### src/rtl/pc_pkg.sv
// Shared types and constants for the program-counter next-value logic.
package pc_pkg;

    typedef enum logic [1:0] {
        IDLE  = 2'd0,
        FETCH = 2'd1,
        HOLD  = 2'd2
    } pc_state_e;

    localparam logic [31:0] PC_RESET = 32'h0040_0000;
    localparam int unsigned PC_INC   = 4;

endpackage

### src/rtl/pc_redirect_mux.sv
// Priority select among branch, jump-register and jump targets, with word alignment check.
module pc_redirect_mux #(
    parameter int unsigned N = 32
) (
    input  logic         branch_taken,
    input  logic [N-1:0] branch_target,
    input  logic         jr,
    input  logic [N-1:0] jr_target,
    input  logic         jump,
    input  logic [N-1:0] jump_target,
    output logic         redirect,
    output logic [N-1:0] sel_target,
    output logic         target_misaligned
);

    logic [N-1:0] raw_target;

    always_comb begin
        redirect   = 1'b0;
        raw_target = '0;
        if (branch_taken) begin
            redirect   = 1'b1;
            raw_target = branch_target;
        end else if (jr) begin
            redirect   = 1'b1;
            raw_target = jr_target;
        end else if (jump) begin
            redirect   = 1'b1;
            raw_target = jump_target;
        end
    end

    // Low bits are dropped on the target but reported so software faults can be traced.
    assign sel_target        = {raw_target[N-1:2], 2'b00};
    assign target_misaligned = redirect && (raw_target[1:0] != 2'b00);

endmodule

### src/rtl/pc_next_unit.sv
// Next-PC producer: fetch handshake FSM, redirect buffering and IF/ID flush generation.
module pc_next_unit
    import pc_pkg::*;
#(
    parameter int unsigned  N        = 32,
    parameter logic [N-1:0] RESET_PC = N'(PC_RESET)
) (
    input  logic         clk,
    input  logic         reset,
    input  logic [N-1:0] pc_value,
    input  logic         stall,
    input  logic         branch_taken,
    input  logic [N-1:0] branch_target,
    input  logic         jump,
    input  logic [N-1:0] jump_target,
    input  logic         jr,
    input  logic [N-1:0] jr_target,
    input  logic         fetch_ack,
    output logic         fetch_req,
    output logic [N-1:0] new_pc,
    output logic         pc_write,
    output logic         flush,
    output logic         redirect_pending,
    output logic         misaligned
);

    pc_state_e    state, next_state;
    logic         pending;
    logic [N-1:0] pend_target;
    logic         redirect;
    logic [N-1:0] sel_target;
    logic         target_misaligned;
    logic         accept;

    pc_redirect_mux #(.N(N)) u_mux (
        .branch_taken      (branch_taken),
        .branch_target     (branch_target),
        .jr                (jr),
        .jr_target         (jr_target),
        .jump              (jump),
        .jump_target       (jump_target),
        .redirect          (redirect),
        .sel_target        (sel_target),
        .target_misaligned (target_misaligned)
    );

    assign accept = redirect && (state != IDLE);

    always_ff @(posedge clk or negedge reset) begin
        if (!reset) begin
            state <= IDLE;
        end else begin
            state <= next_state;
        end
    end

    always_comb begin
        next_state = state;
        fetch_req  = 1'b0;
        pc_write   = 1'b0;
        case (state)
            IDLE: next_state = FETCH;
            FETCH: begin
                fetch_req = 1'b1;
                if (fetch_ack && !stall) begin
                    pc_write = 1'b1;
                end else if (fetch_ack && stall) begin
                    next_state = HOLD;
                end
            end
            HOLD: begin
                if (!stall) begin
                    pc_write   = 1'b1;
                    next_state = FETCH;
                end
            end
            default: next_state = IDLE;
        endcase
    end

    always_comb begin
        new_pc = pc_value + N'(PC_INC);
        if (state == IDLE) begin
            new_pc = RESET_PC;
        end else if (redirect) begin
            new_pc = sel_target;
        end else if (pending) begin
            new_pc = pend_target;
        end
    end

    // A redirect landing on the pc_write cycle is consumed directly, so pending still clears.
    always_ff @(posedge clk or negedge reset) begin
        if (!reset) begin
            pending     <= 1'b0;
            pend_target <= '0;
        end else if (pc_write) begin
            pending <= 1'b0;
        end else if (accept) begin
            pending     <= 1'b1;
            pend_target <= sel_target;
        end
    end

    assign flush            = accept;
    assign misaligned       = accept && target_misaligned;
    assign redirect_pending = pending;

endmodule
### config.mk
export PLATFORM = sky130hd
export DESIGN_NAME = pc_next_unit
export DESIGN_NICKNAME = d
export VERILOG_FILES = /design/src/rtl/pc_pkg.sv /design/src/rtl/pc_redirect_mux.sv /design/src/rtl/pc_next_unit.sv
export SDC_FILE = /design/constraint.sdc
export NUM_CORES = 1
export LEC_CHECK = 0
export CORE_MARGIN = 2
export CORE_UTILIZATION = 60
export DETAILED_ROUTE_END_ITERATION = 8
export DONT_BUFFER_PORTS = 1
export GPL_ROUTABILITY_DRIVEN = 0
export MAX_ROUTING_LAYER = met4
export PLACE_DENSITY = 0.75
export SYNTH_ARGS = -nofsm -noshare
export SYNTH_HDL_FRONTEND = slang
export SYNTH_HIERARCHICAL = 1
export SYNTH_SLANG_ARGS = --single-unit
### constraint.sdc
create_clock -name clk -period 2 [get_ports clk]
set_input_delay 0.2 -clock clk [delete_from_list [all_inputs] [get_ports clk]]
set_output_delay 0.2 -clock clk [all_outputs]
set_load 0.03 [all_outputs]
Yosys cells after proc, flatten, opt, wreduce, memory -nomap -nowiden:

Cells that the tools add are included.

* bitwise gates (word level): 1
* add/sub/neg operators: 1
* muxes and demuxes: 19
* reductions and logical operators: 12
* equality and inequality tests: 5

Operator list (count)
* two-way mux 32 bit: 6
* adder 32 x 3 -> 32 bit, second input constant: 1
* two-way mux 1 bit: 8
* two-way mux 2 bit: 3
* inequality test 2 bit, second input constant: 3
* case mux 2 bit (3 select lines): 1
* nonzero test 2 bit: 3
* logical AND 1 bit: 5
* AND reduction 3 bit: 1
* == test 2 x 1 -> 1 bit, second input constant: 1
* == test 2 bit, second input constant: 1
* zero test 2 bit: 1
* case mux 1 bit (2 select lines): 1
* AND reduction 2 bit: 1
* zero test 1 bit: 1
* inverter 1 bit: 1

* output and inout port bits: 37
* register bits after elaboration: 33

Logic depth before layout (Yosys ltp):

Gate-level depths: netlist of run 1.

* depth in word-level cells: 6
* depth in mapped cells: 8

Cells and area by module:

The synthesis of run 1 kept the hierarchy.

By module, submodules not included
* pc_next_unit: cells each 280, times used 1, area each 2597.5 um^2, sequential area each 875.8 um^2
* pc_redirect_mux: cells each 116, times used 1, area each 838.3 um^2, sequential area each 0.0 um^2

Worst setup path after synthesis of run 1:

OpenSTA, ideal clock, no wires.

* kind: reg2reg
* start point: reg state[1]
* end point: reg pend_target[11]
* arrival: 2329 ps
* slack: -454 ps
* cell stages (with the launch flop): 9
* period minus slack after synthesis: 2454 ps
* data required time: 1875 ps
* library setup time: 125 ps
* cell sequence: dfrtp_1 -> inv_1 -> ha_1 -> a21oi_1 -> nor3b_2 -> nand2b_1 -> buf_2 -> buf_2 -> mux2_2

* longest elaborated chain between the ends: 4

RTL lines
* start: declaration: RTL line pc_next_unit.sv:27 `pc_state_e state, next_state;`
* start signal: assignment: RTL line pc_next_unit.sv:53 `state <= next_state;`
* == test 2 bit / == test 2 x 1 -> 1 bit (equally long branches): RTL line pc_next_unit.sv:61 `case (state)`
* case mux 1 bit (2 select lines) *: RTL line pc_next_unit.sv:61
* named net pc_write: RTL line pc_next_unit.sv:21 `output logic pc_write,`
* inverter 1 bit (no source line) *
* AND reduction 2 bit (no source line) *
* end signal: assignment: RTL line pc_next_unit.sv:101 `pend_target <= sel_target;`
* end: declaration: RTL line pc_next_unit.sv:29 `logic [N-1:0] pend_target;`

The timed path passes the listed nets; every way through them passes the cells marked *.
A chain may end at the register's enable or synchronous reset.

Final worst setup path of run 1:

* start point: reg state[1]
* end point: out new_pc[31]

* longest elaborated chain between the ends: 2

RTL lines
* zero test 2 bit: RTL line pc_next_unit.sv:83 `if (state == IDLE) begin`
* two-way mux 32 bit: RTL line pc_next_unit.sv:83
* end: declaration: RTL line pc_next_unit.sv:20 `output logic [N-1:0] new_pc,`

No other way between the ends.

==> out/qor.yml, run 1 <==
power:
  peakVddDrop_uv: 988
  leakagePower_uw: 0.00184
  power_frac_comb: 0.654
  p_sw_uw: 2270
  p_seq_frac: 0.246
  sw_frac_of_total: 0.424
  total_power_uw: 5340
  power_density_nw_per_um2: 1260
  p_int_uw: 3080
  pwr-share-clk: 0.100
cts:
  cts_root_buffer: "clkbuf_8"
  clock_latency_ns: 0.29
  numCtsBuffers: 5
  cts_tree: "yes"
  clockBufferDepth: 2
  clkSlewWorstSetupHoldPaths_ns: 0.08
  clkSinkCount: 35
  htreeDepth: 2
synthesis:
  ys_seq_area_frac: 0.255
  synth.distinct_cells: 47
  yosys_warnings: 6
  synth_area_leaders: "dfrtp_1, mux2_2, a221oi_2"
  synth_edf_count: 0
  synth_async_sr_flop_share: 1.00
  netlist_area_um2: 3440
  synthCells: 396
  synth_top_area_share: 0.255
  syn_avg_cell_area_um2: 8.68
  synth_top_cell_by_area: "dfrtp_1"
  synth_top_flop_cell: "dfrtp_1"
  synth-seq-cells: 35
sta:
  fmax_mhz: 508
  setup_tns_ns: 0
  hold_slack_ns: 0.0428
  maxSlewViolCount: 0
  fin_skew_ns: 0.00688
  finalSetupViolCount: 0
  finalHoldViolCount: 0
  rsz0062_at_grt: "yes"
  fin_crit_ns: 1.97
  period_share: 0.983
cells_and_area:
  seqCellArea_um2: 877
  final_cell_mix: "buf_4, a21oi_1, dfrtp_1, inv_1, nor2_1"
  antenna_cells: 0
  layout_commonest_cell: "buf_4"
  nFillCells: 377
  multiInputGateArea_um2: 2460
  fin_area_um2: 4240
  final_nets: 575
  drive_above_1_share: 0.385
  final-instance-count-excl-fill: 508
  area_growth_pct: 23.5
worst_setup_path:
  path_class: "reg2out"
  ff2ff_path_depth: 7
  start_kind: "flip-flop"
  endpoint: "new_pc[31]"
  crit_slowest_cell: "dfrtp_1"
  cp_max_fo: 7
  end_kind: "primary output"
  max_stage_delay_ns: 0.39
  critPathBufInv: 4
  crit_family: "buffers and inverters"
  r2r_end: "pend_target[19]"
  critPathLaunch: "state[1]"
  arrival_ns: 1.77
  r2r_slack_ns: 0.09
  crit_cells: 7
  crit_required_ns: 1.80
  r2r-start: "state[1]"
  cp_cell_sequence: "inv_2, ha_4, buf_12, inv_1, nand2_2, o22ai_2, buf_4"
floorplan:
  core_area_um2: 5510
  start_util: 0.624
  ioPinCount: 172
  die_width_um: 79.7
  rows: 27
  die_y_um: 79.7
  die-area_um2: 6350
outcome:
  status: "completed"
global_route:
  globalRouteTotalUtil: 0.320
  globalRouteMet1Util: 0.388
  antenna_found_initial: 0
  met3_usage: 0.0690
  use_met2: 0.540
  grt_max_degree: 63
  busiest_layer: "met2"
  grt_pass1_vias: 3101
  grt_pass1_wl_um: 15200
  grt-ovfl-total: 0
detailed_routing:
  dr.first_iter.drc_count: 241
  post_drt_wl_per_cell_um: 20.2
  first_pass_iters: 4
  routed_wl_um: 10300
  drc: 0
  vias: 3296
  final_antenna_net_count: 0
  via_per_inst: 6.49
place:
  port_buffers: 0
  dpl.cell_count: 483
  dp_hpwl_um: 7470
  dpl_cell_area_um2: 3940
min_path:
  hold_class: "in2reg"
flow_run:
  max_cap_violations: 0
## area by class of cell
class,instances,area share
Tap cell,72,0.0212
Clock buffer,6,0.0195
Clock inverter,1,0.00118
Sequential cell,35,0.207
Multi-Input combinational cell,292,0.580
Inverter,35,0.0310
Timing Repair Buffer,67,0.141
## what timing repair did
item	4_1_cts	5_1_grt
hold buffers	2	0
resized for setup	3	5
cloned	1	0
setup buffers	6	9
pin swaps	0	1
hold endpoints to repair	35	0
setup endpoints to repair	10	26
## metrics by stage
step / setup WS, ns / utilization
final: 0.0331 / 0.771
after global placement: 0.0883 / 0.716
after CTS: 0.0383 / 0.754
after global routing: -0.0124 / 0.771
after detailed placement: 0.0530 / 0.716
after floorplan: -0.0965 / -
## power groups by stage
stage          clock, uW  sequential [uW]  combinational, uW
3_3_place_gp           0             1300               3040
5_1_grt              562             1360               3700
6_report             535             1310               3500
3_5_place_dp           0             1300               3120
2_1_floorplan          0             1240               2440
4_1_cts              537             1300               3380
## state kept, by name, indices dropped and copies added, names as in the netlist
signal	count
state	2
redirect_pending	1
pend_target	32
## metal layers
metal | vias to the layer above | part of all wire
met5 | - | 0
met4 | 0 | 0.012
met3 | 13 | 0.076
met2 | 167 | 0.49
met1 | 1568 | 0.42
li1 | 1548 | -
## worst min-delay path by stage
stage,start,to,slack (ns),depth (start not counted)
2_1_floorplan,reset,pend_target[0],-0.1,0
3_3_place_gp,reset,pend_target[4],-0.09,0
3_5_place_dp,reset,pend_target[3],-0.09,0
4_1_cts,stall,state[1],0.04,1
5_1_grt,stall,state[1],0.04,1
6_report,stall,state[1],0.04,1
## cell families after synthesis
group | Yosys count | synth area share
compound gates | 128 | 0.292
xor+xnor | 26 | 0.0663
fa+ha+maj | 4 | 0.0146
buf+inv | 70 | 0.0983
flops | 35 | 0.255
mux | 38 | 0.123
other cells | 1 | 0.00109
simple gates | 94 | 0.150
## cells in the mapped netlist (5+ instances only)
library cell and count:
o22ai_1 17, clkbuf_1 13, a22oi_1 9, nand2_1 22, a221oi_1 9, o21ai_0 11, and3_1 8, nand4_1 7
buf_2 9, a221oi_2 20, inv_1 34, xnor2_1 8, mux2_2 31, buf_4 9, a211oi_1 5, nand3_1 13
nor2_1 26, a21oi_1 42, dfrtp_1 35, xor2_1 18
Power figures use the tool's default switching activity.
==> inputs of run 2 (changes only) <==
--- a/config.mk
+++ b/config.mk
@@ -5,6 +5,7 @@
 export SDC_FILE = /design/constraint.sdc
 export NUM_CORES = 1
 export LEC_CHECK = 0
+export ABC_AREA = 1
 export CORE_MARGIN = 2
 export CORE_UTILIZATION = 60
 export DETAILED_ROUTE_END_ITERATION = 8
==> out/qor.yml, run 2 <==
synthesis:
  netlist_area_um2: 3860  # +12%
  synth_area_leaders: "dfrtp_1, nand2_1, a21oi_1"
  syn_avg_cell_area_um2: 6.02  # -31%
  synthCells: 641  # +62%
  synth_top_flop_cell: "dfrtp_1"
  synth_top_area_share: 0.227  # -0.0281
  yosys_warnings: 6  # unchanged
  synth_edf_count: 0  # unchanged
  synth_xor_area_frac: 0.0113  # -0.0549
  synth_adder_area_share: 0.0130  # -0.00160
  synthMuxAreaShare: 0  # -0.123
  synth-simple-area-share: 0.325  # +0.176
  synth_compound_area_frac: 0.286  # -0.00593
  netlist_top_cells_count: "nand2_1, a21oi_1, nor2_1"
  synth_async_sr_flop_share: 1.00  # unchanged
  synth_top_family_by_area: "simple AND/OR/NAND/NOR gates"
  synth-seq-cells: 35  # unchanged
  synth_top_cell_by_area: "dfrtp_1"
  synth.distinct_cells: 35  # -26%
  synth.most_common_cell: "nand2_1"
  ys_seq_area_frac: 0.227  # -0.0281
power:
  leakagePower_uw: 0.00197  # +7.0%
  p_int_uw: 2740  # -11%
  peakVddDrop_uv: 847  # -14%
  p_sw_uw: 2600  # +14%
  sw_frac_of_total: 0.487  # +0.0622
  power_frac_comb: 0.615  # -0.039
  pwr-share-clk: 0.147  # +0.047
  p_seq_frac: 0.238  # -0.008
  power_density_nw_per_um2: 1240  # -1.5%
sta:
  timing.final.ws_setup_ns: 0.0579  # +0.0249 ns
  finalSetupViolCount: 0  # unchanged
  hold_slack_ns: 0.158  # +0.115 ns
  finalHoldViolCount: 0  # unchanged
  fin_skew_ns: 0.00466  # -0.00222 ns
  fmax_mhz: 515  # +1.3%
  maxSlewViolCount: 0  # unchanged
  period_share: 0.971  # -0.0124
  setup_tns_ns: 0  # unchanged
  fin_crit_ns: 1.94  # -0.0249 ns
flow_run:
  max_cap_violations: 0  # unchanged
floorplan:
  start_util: 0.615  # -0.00884
  core_area_um2: 6280  # +14%
  die_width_um: 84.2  # +5.7%
  rows: 29  # +7.4%
  ioPinCount: 172  # unchanged
  die_y_um: 84.2  # +5.7%
  die-area_um2: 7090  # +12%
detailed_routing:
  wl_met3_um: 1100  # +40%
  routed_wl_um: 11800  # +14%
  first_pass_iters: 5  # +1
  drc: 0  # unchanged
  dr.max_layer_used: "met4"
  via_per_inst: 5.88  # -9.4%
  final_antenna_net_count: 0  # unchanged
  wl_met2_um: 5360  # +5.5%
  vias: 4339  # +32%
  dr.first_iter.drc_count: 296  # +23%
  wl_met1_um: 5080  # +19%
  post_drt_wl_per_cell_um: 15.9  # -21%
cells_and_area:
  layout_commonest_cell: "nand2_1"
  top_register: "pend_target"
  final_cell_mix: "nand2_1, a21oi_1, nor2_1, inv_1, buf_4"
  largest_register_ffs: 32  # unchanged
  fin_area_um2: 4300  # +1.3%
  antenna_cells: 0  # unchanged
  final_nets: 799  # +39%
  area_growth_pct: 11.3
  drive_above_1_share: 0.180  # -0.205
  final-instance-count-excl-fill: 738  # +45%
worst_setup_path:
  path_class: "reg2out"
  max_stage_delay_ns: 0.39  # about the same
  ff2ff_path_depth: 8  # +1
  critPathLaunch: "state[0]"
  arrival_ns: 1.74  # -0.03 ns
  start_kind: "flip-flop"
  crit_slowest_cell: "dfrtp_1"
  cp_cell_sequence: "inv_2, ha_4, inv_2, buf_12, o21ai_0, a21oi_2, buf_4"
  end_kind: "primary output"
  r2r_end: "pend_target[19]"
  critPathMostFrequentCell: "inv_2"
  cp_max_fo: 12  # +5
  crit_required_ns: 1.80  # about the same
  r2r_slack_ns: 0.27  # +0.18 ns
  r2r-start: "state[0]"
cts:
  numCtsBuffers: 5  # unchanged
  clkSinkCount: 35  # unchanged
  htreeDepth: 2  # unchanged
  clockBufferDepth: 2  # unchanged
  clkSlewWorstSetupHoldPaths_ns: 0.08  # about the same
  cts_tree: "yes"
  clock_latency_ns: 0.29  # about the same
  cts_root_buffer: "clkbuf_8"
global_route:
  globalRouteTotalUtil: 0.335  # +0.0147
  antenna_found_initial: 0  # unchanged
  grt-ovfl-total: 0  # unchanged
  grt_pass1_vias: 4015  # +29%
  grt_max_degree: 53  # -16%
  grt_pass1_wl_um: 19000  # +25%
min_path:
  hp-start: "jump_target[27]"
  hold_class: "in2reg"
  min_to: "pend_target[27]"
  whs_path_depth: 4  # +3
place:
  dp_hpwl_um: 8780  # +18%
  detailedPlace.worstSlack_ns: 0.156  # +0.103 ns
  dpl.cell_count: 726  # +50%
  port_buffers: 0  # unchanged
  dpl_cell_area_um2: 4070  # +3.2%
outcome:
  status: "completed"
## run 2: cell types whose count changed after synthesis, sizes merged, moves of 34 or more
| cell | delta |
|---|---|
| nor2 | +58 |
| o21ai | +55 |
| inv | +37 |
| nand2 | +143 |
| mux2 | -34 |
| a21oi | +68 |
## run 2: how the worst max path moves through the flow
stage	to	slack [ns]	cells past startpoint
final	new_pc[14]	0.06	7
after global routing	new_pc[16]	-0.009	7
after CTS	new_pc[14]	0.03	7
after detailed placement	new_pc[14]	0.16	7
after global placement	new_pc[14]	0.21	7
after floorplan	new_pc[10]	-0.03	9
## run 2: power by group through the flow
stage | logic (uW) | registers [uW] | clock network (uW)
final | 3280 | 1270 | 785
after global placement | 2990 | 1250 | 0
after CTS | 3100 | 1260 | 791
after floorplan | 2410 | 1220 | 0
after global routing | 3540 | 1300 | 818
after detailed placement | 3040 | 1270 | 0
## run 2: cells by family (layout without fill, tap and decap cells)
group                    count (synthesis)  after routing
AND/OR/NAND/NOR                        297            297
AO/OA/AOI/OAI                          190            190
buffers and inverters                  109            128
flip-flops                              35             35
XOR/XNOR                                 5              5
adder cells (fa/ha/maj)                  4              4
other                                    1              2
## run 2: repair_timing
item | in CTS | in global routing
endpoints found under the hold margin | 35 | 0
buffers inserted | 0 | 1
hold buffers | 2 | 0
pin swaps | 0 | 1
gates resized for setup | 4 | 6
gates cloned | 0 | 1
endpoints found under the setup margin | 23 | 20
## run 2: worst max-delay path, delay by kind of cell (launching register included)
family,cells,cell delay (ns)
buf+inv,4,0.53
fa+ha+maj,1,0.20
flops,1,0.39
compound gates,2,0.32
## run 2: routing by layer
metal,track usage,vias up
met2,0.506,242
met3,0.0728,25
met1,0.451,1966
met5,-,-
li1,-,2106
met4,0.103,0
## run 2: cell type report
cell class                      instances  area, um^2
Sequential cell                        35         876
Clock buffer                            5        68.8
Multi-Input combinational cell        498        2480
Inverter                               72         273
Fill cell                             564        1980
Tap cell                               77        96.3
Clock inverter                          3        67.6
Timing Repair Buffer                   48         430
## run 2: metrics by stage
step / utilization / power (uW)
2_1_floorplan: - / 3640
3_3_place_gp: 0.648 / 4240
3_5_place_dp: 0.648 / 4310
4_1_cts: 0.676 / 5150
5_1_grt: 0.684 / 5660
6_report: 0.684 / 5330
==> inputs of run 3 (changes only) <==
--- a/config.mk
+++ b/config.mk
@@ -7,12 +7,12 @@
 export LEC_CHECK = 0
 export ABC_AREA = 1
 export CORE_MARGIN = 2
-export CORE_UTILIZATION = 60
+export CORE_UTILIZATION = 50
 export DETAILED_ROUTE_END_ITERATION = 8
 export DONT_BUFFER_PORTS = 1
 export GPL_ROUTABILITY_DRIVEN = 0
 export MAX_ROUTING_LAYER = met4
-export PLACE_DENSITY = 0.75
+export PLACE_DENSITY = 0.64
 export SYNTH_ARGS = -nofsm -noshare
 export SYNTH_HDL_FRONTEND = slang
 export SYNTH_HIERARCHICAL = 1
==> constraint.sdc (replaced) <==
create_clock -name clk -period 2 [get_ports clk]
set_input_delay 0.2 -clock clk [delete_from_list [all_inputs] [get_ports clk]]
set_output_delay 0.2 -clock clk [all_outputs]
set_load 0.02 [all_outputs]
==> out/qor.yml, run 3 (same netlist as run 2, synthesis figures left out) <==
cts:
  clock_latency_ns: 0.29  # about the same
  cts_root_buffer: "clkbuf_8"
  cts_tree: "yes"
  clkSlewWorstSetupHoldPaths_ns: 0.07  # about the same
  numCtsBuffers: 5  # unchanged
  clockBufferDepth: 2  # unchanged
  htreeDepth: 2  # unchanged
  clkSinkCount: 35  # unchanged
  post_cts_buffers: 0  # unchanged
flow_run:
  max_cap_violations: 0  # unchanged
worst_setup_path:
  cp_max_fo: 13  # +1
  critPathBufInv: 4  # unchanged
  crit_required_ns: 1.80  # about the same
  end_kind: "primary output"
  arrival_ns: 1.71  # -0.03 ns
  path_class: "reg2out"
  max_stage_delay_ns: 0.39  # about the same
  r2r_slack_ns: 0.26  # about the same
  cp_cell_sequence: "inv_1, ha_4, inv_2, buf_6, o21ai_0, a21oi_1, buf_4"
  crit_slowest_cell: "dfrtp_1"
  start_kind: "flip-flop"
  crit_family: "buffers and inverters"
floorplan:
  start_util: 0.508  # -0.108
  die_width_um: 91.9  # +9.1%
  rows: 32  # +10%
  die_y_um: 91.9  # +9.1%
  core_area_um2: 7610  # +21%
  ioPinCount: 172  # unchanged
  die-area_um2: 8440  # +19%
sta:
  maxSlewViolCount: 0  # unchanged
  period_share: 0.953  # -0.0179
  fin_crit_ns: 1.91  # -0.0357 ns
  finalSetupViolCount: 0  # unchanged
  fin_skew_ns: 0.00335  # -0.00131 ns
  rsz0062_at_grt: "no"
  timing.final.ws_setup_ns: 0.0937  # +0.0357 ns
  setup_tns_ns: 0  # unchanged
  fmax_mhz: 525  # +1.9%
  finalHoldViolCount: 0  # unchanged
cells_and_area:
  area_growth_pct: 10.6
  final_nets: 799  # unchanged
  antenna_cells: 0  # unchanged
  layout_commonest_cell: "nand2_1"
  final_cell_mix: "nand2_1, a21oi_1, nor2_1, inv_1, buf_4"
  fin_area_um2: 4270  # -0.61%
  largest_register_ffs: 32  # unchanged
  drive_above_1_share: 0.175  # -0.00454
  top_register: "pend_target"
power:
  power_density_nw_per_um2: 1140  # -7.9%
  total_power_uw: 4880  # -8.5%
  leakagePower_uw: 0.00195  # -1.2%
  peakVddDrop_uv: 728  # -14%
place:
  port_buffers: 0  # unchanged
  detailedPlace.worstSlack_ns: 0.189  # +0.0335 ns
  dpl_cell_area_um2: 4100  # +0.74%
  dp_hpwl_um: 9390  # +7.0%
outcome:
  status: "completed"
detailed_routing:
  via_per_inst: 5.50  # -6.4%
  routed_wl_um: 12000  # +1.8%
  final_antenna_net_count: 0  # unchanged
  dr.first_iter.drc_count: 297  # +0.34%
  drc: 0  # unchanged
  first_pass_iters: 5  # unchanged
  post_drt_wl_per_cell_um: 15.7  # -1.5%
  vias: 4198  # -3.2%
global_route:
  grt-ovfl-total: 0  # unchanged
  globalRouteTotalUtil: 0.289  # -0.0458
  antenna_found_initial: 0  # unchanged
  grt_max_degree: 45  # -15%
  grt_pass1_wl_um: 18900  # -0.26%
  grt_pass1_vias: 3802  # -5.3%
min_path:
  hold_class: "in2reg"
run 3: area by class of cell:
class | instances | area, um^2
fillers | 795 | 3340
multi-input cells | 498 | 2480
flip-flops and latches | 35 | 876
repair buffers | 48 | 395
inverters | 72 | 277
well taps | 102 | 128
clock buffers | 6 | 82.6
clock inverters | 2 | 35.0
run 3: final timing paths:
check	startpoint	to	depth (start not counted)
worst min-delay path	jump_target[18]	pend_target[18]	4
min in group asynchronous	reset	pend_target[17]	2
worst min register to register	pend_target[29]	pend_target[29]	2
worst max register to register	state[0]	pend_target[8]	8
max in group asynchronous	reset	pend_target[25]	2
worst max-delay path	state[0]	new_pc[12]	7
run 3: worst reg2reg max path: cells and delay by family, from the launching register on:
family | cells | cell delay [ns]
adder cells (fa/ha/maj) | 1 | 0.20
AND/OR/NAND/NOR | 3 | 0.56
AO/OA/AOI/OAI | 1 | 0.05
buffers and inverters | 3 | 0.42
flip-flops | 1 | 0.39
run 3: per-stage QoR:
step                hold WS (ns)  std cells   util
floorplan                -0.0956        642      -
global placement         -0.0940        753  0.538
detailed placement       -0.0942        753  0.538
CTS                        0.167        763  0.559
global route               0.179        763  0.561
finish                     0.168        763  0.561
run 3: metal layers:
| metal | track usage | vias up | wire length, um | share of wire |
|---|---|---|---|---|
| li1 | - | 2111 | - | - |
| met1 | 0.417 | 1882 | 5570 | 0.47 |
| met2 | 0.434 | 196 | 5260 | 0.44 |
| met3 | 0.0477 | 9 | 1020 | 0.085 |
| met4 | 0.0522 | 0 | 116 | 0.0097 |
| met5 | - | - | 0 | 0 |
run 3: power breakdown:
part / switching (uW) / internal (uW)
clock network: 274 / 404
registers: 199 / 1070
logic: 1850 / 1090
total: 2320 / 2560
run 3: what timing repair did:
item | 4_1_cts | 5_1_grt
gates cloned | 0 | 0
hold buffers | 2 | 0
endpoints found under the setup margin | 5 | 6
endpoints found under the hold margin | 35 | 0
gates resized for setup | 2 | 5
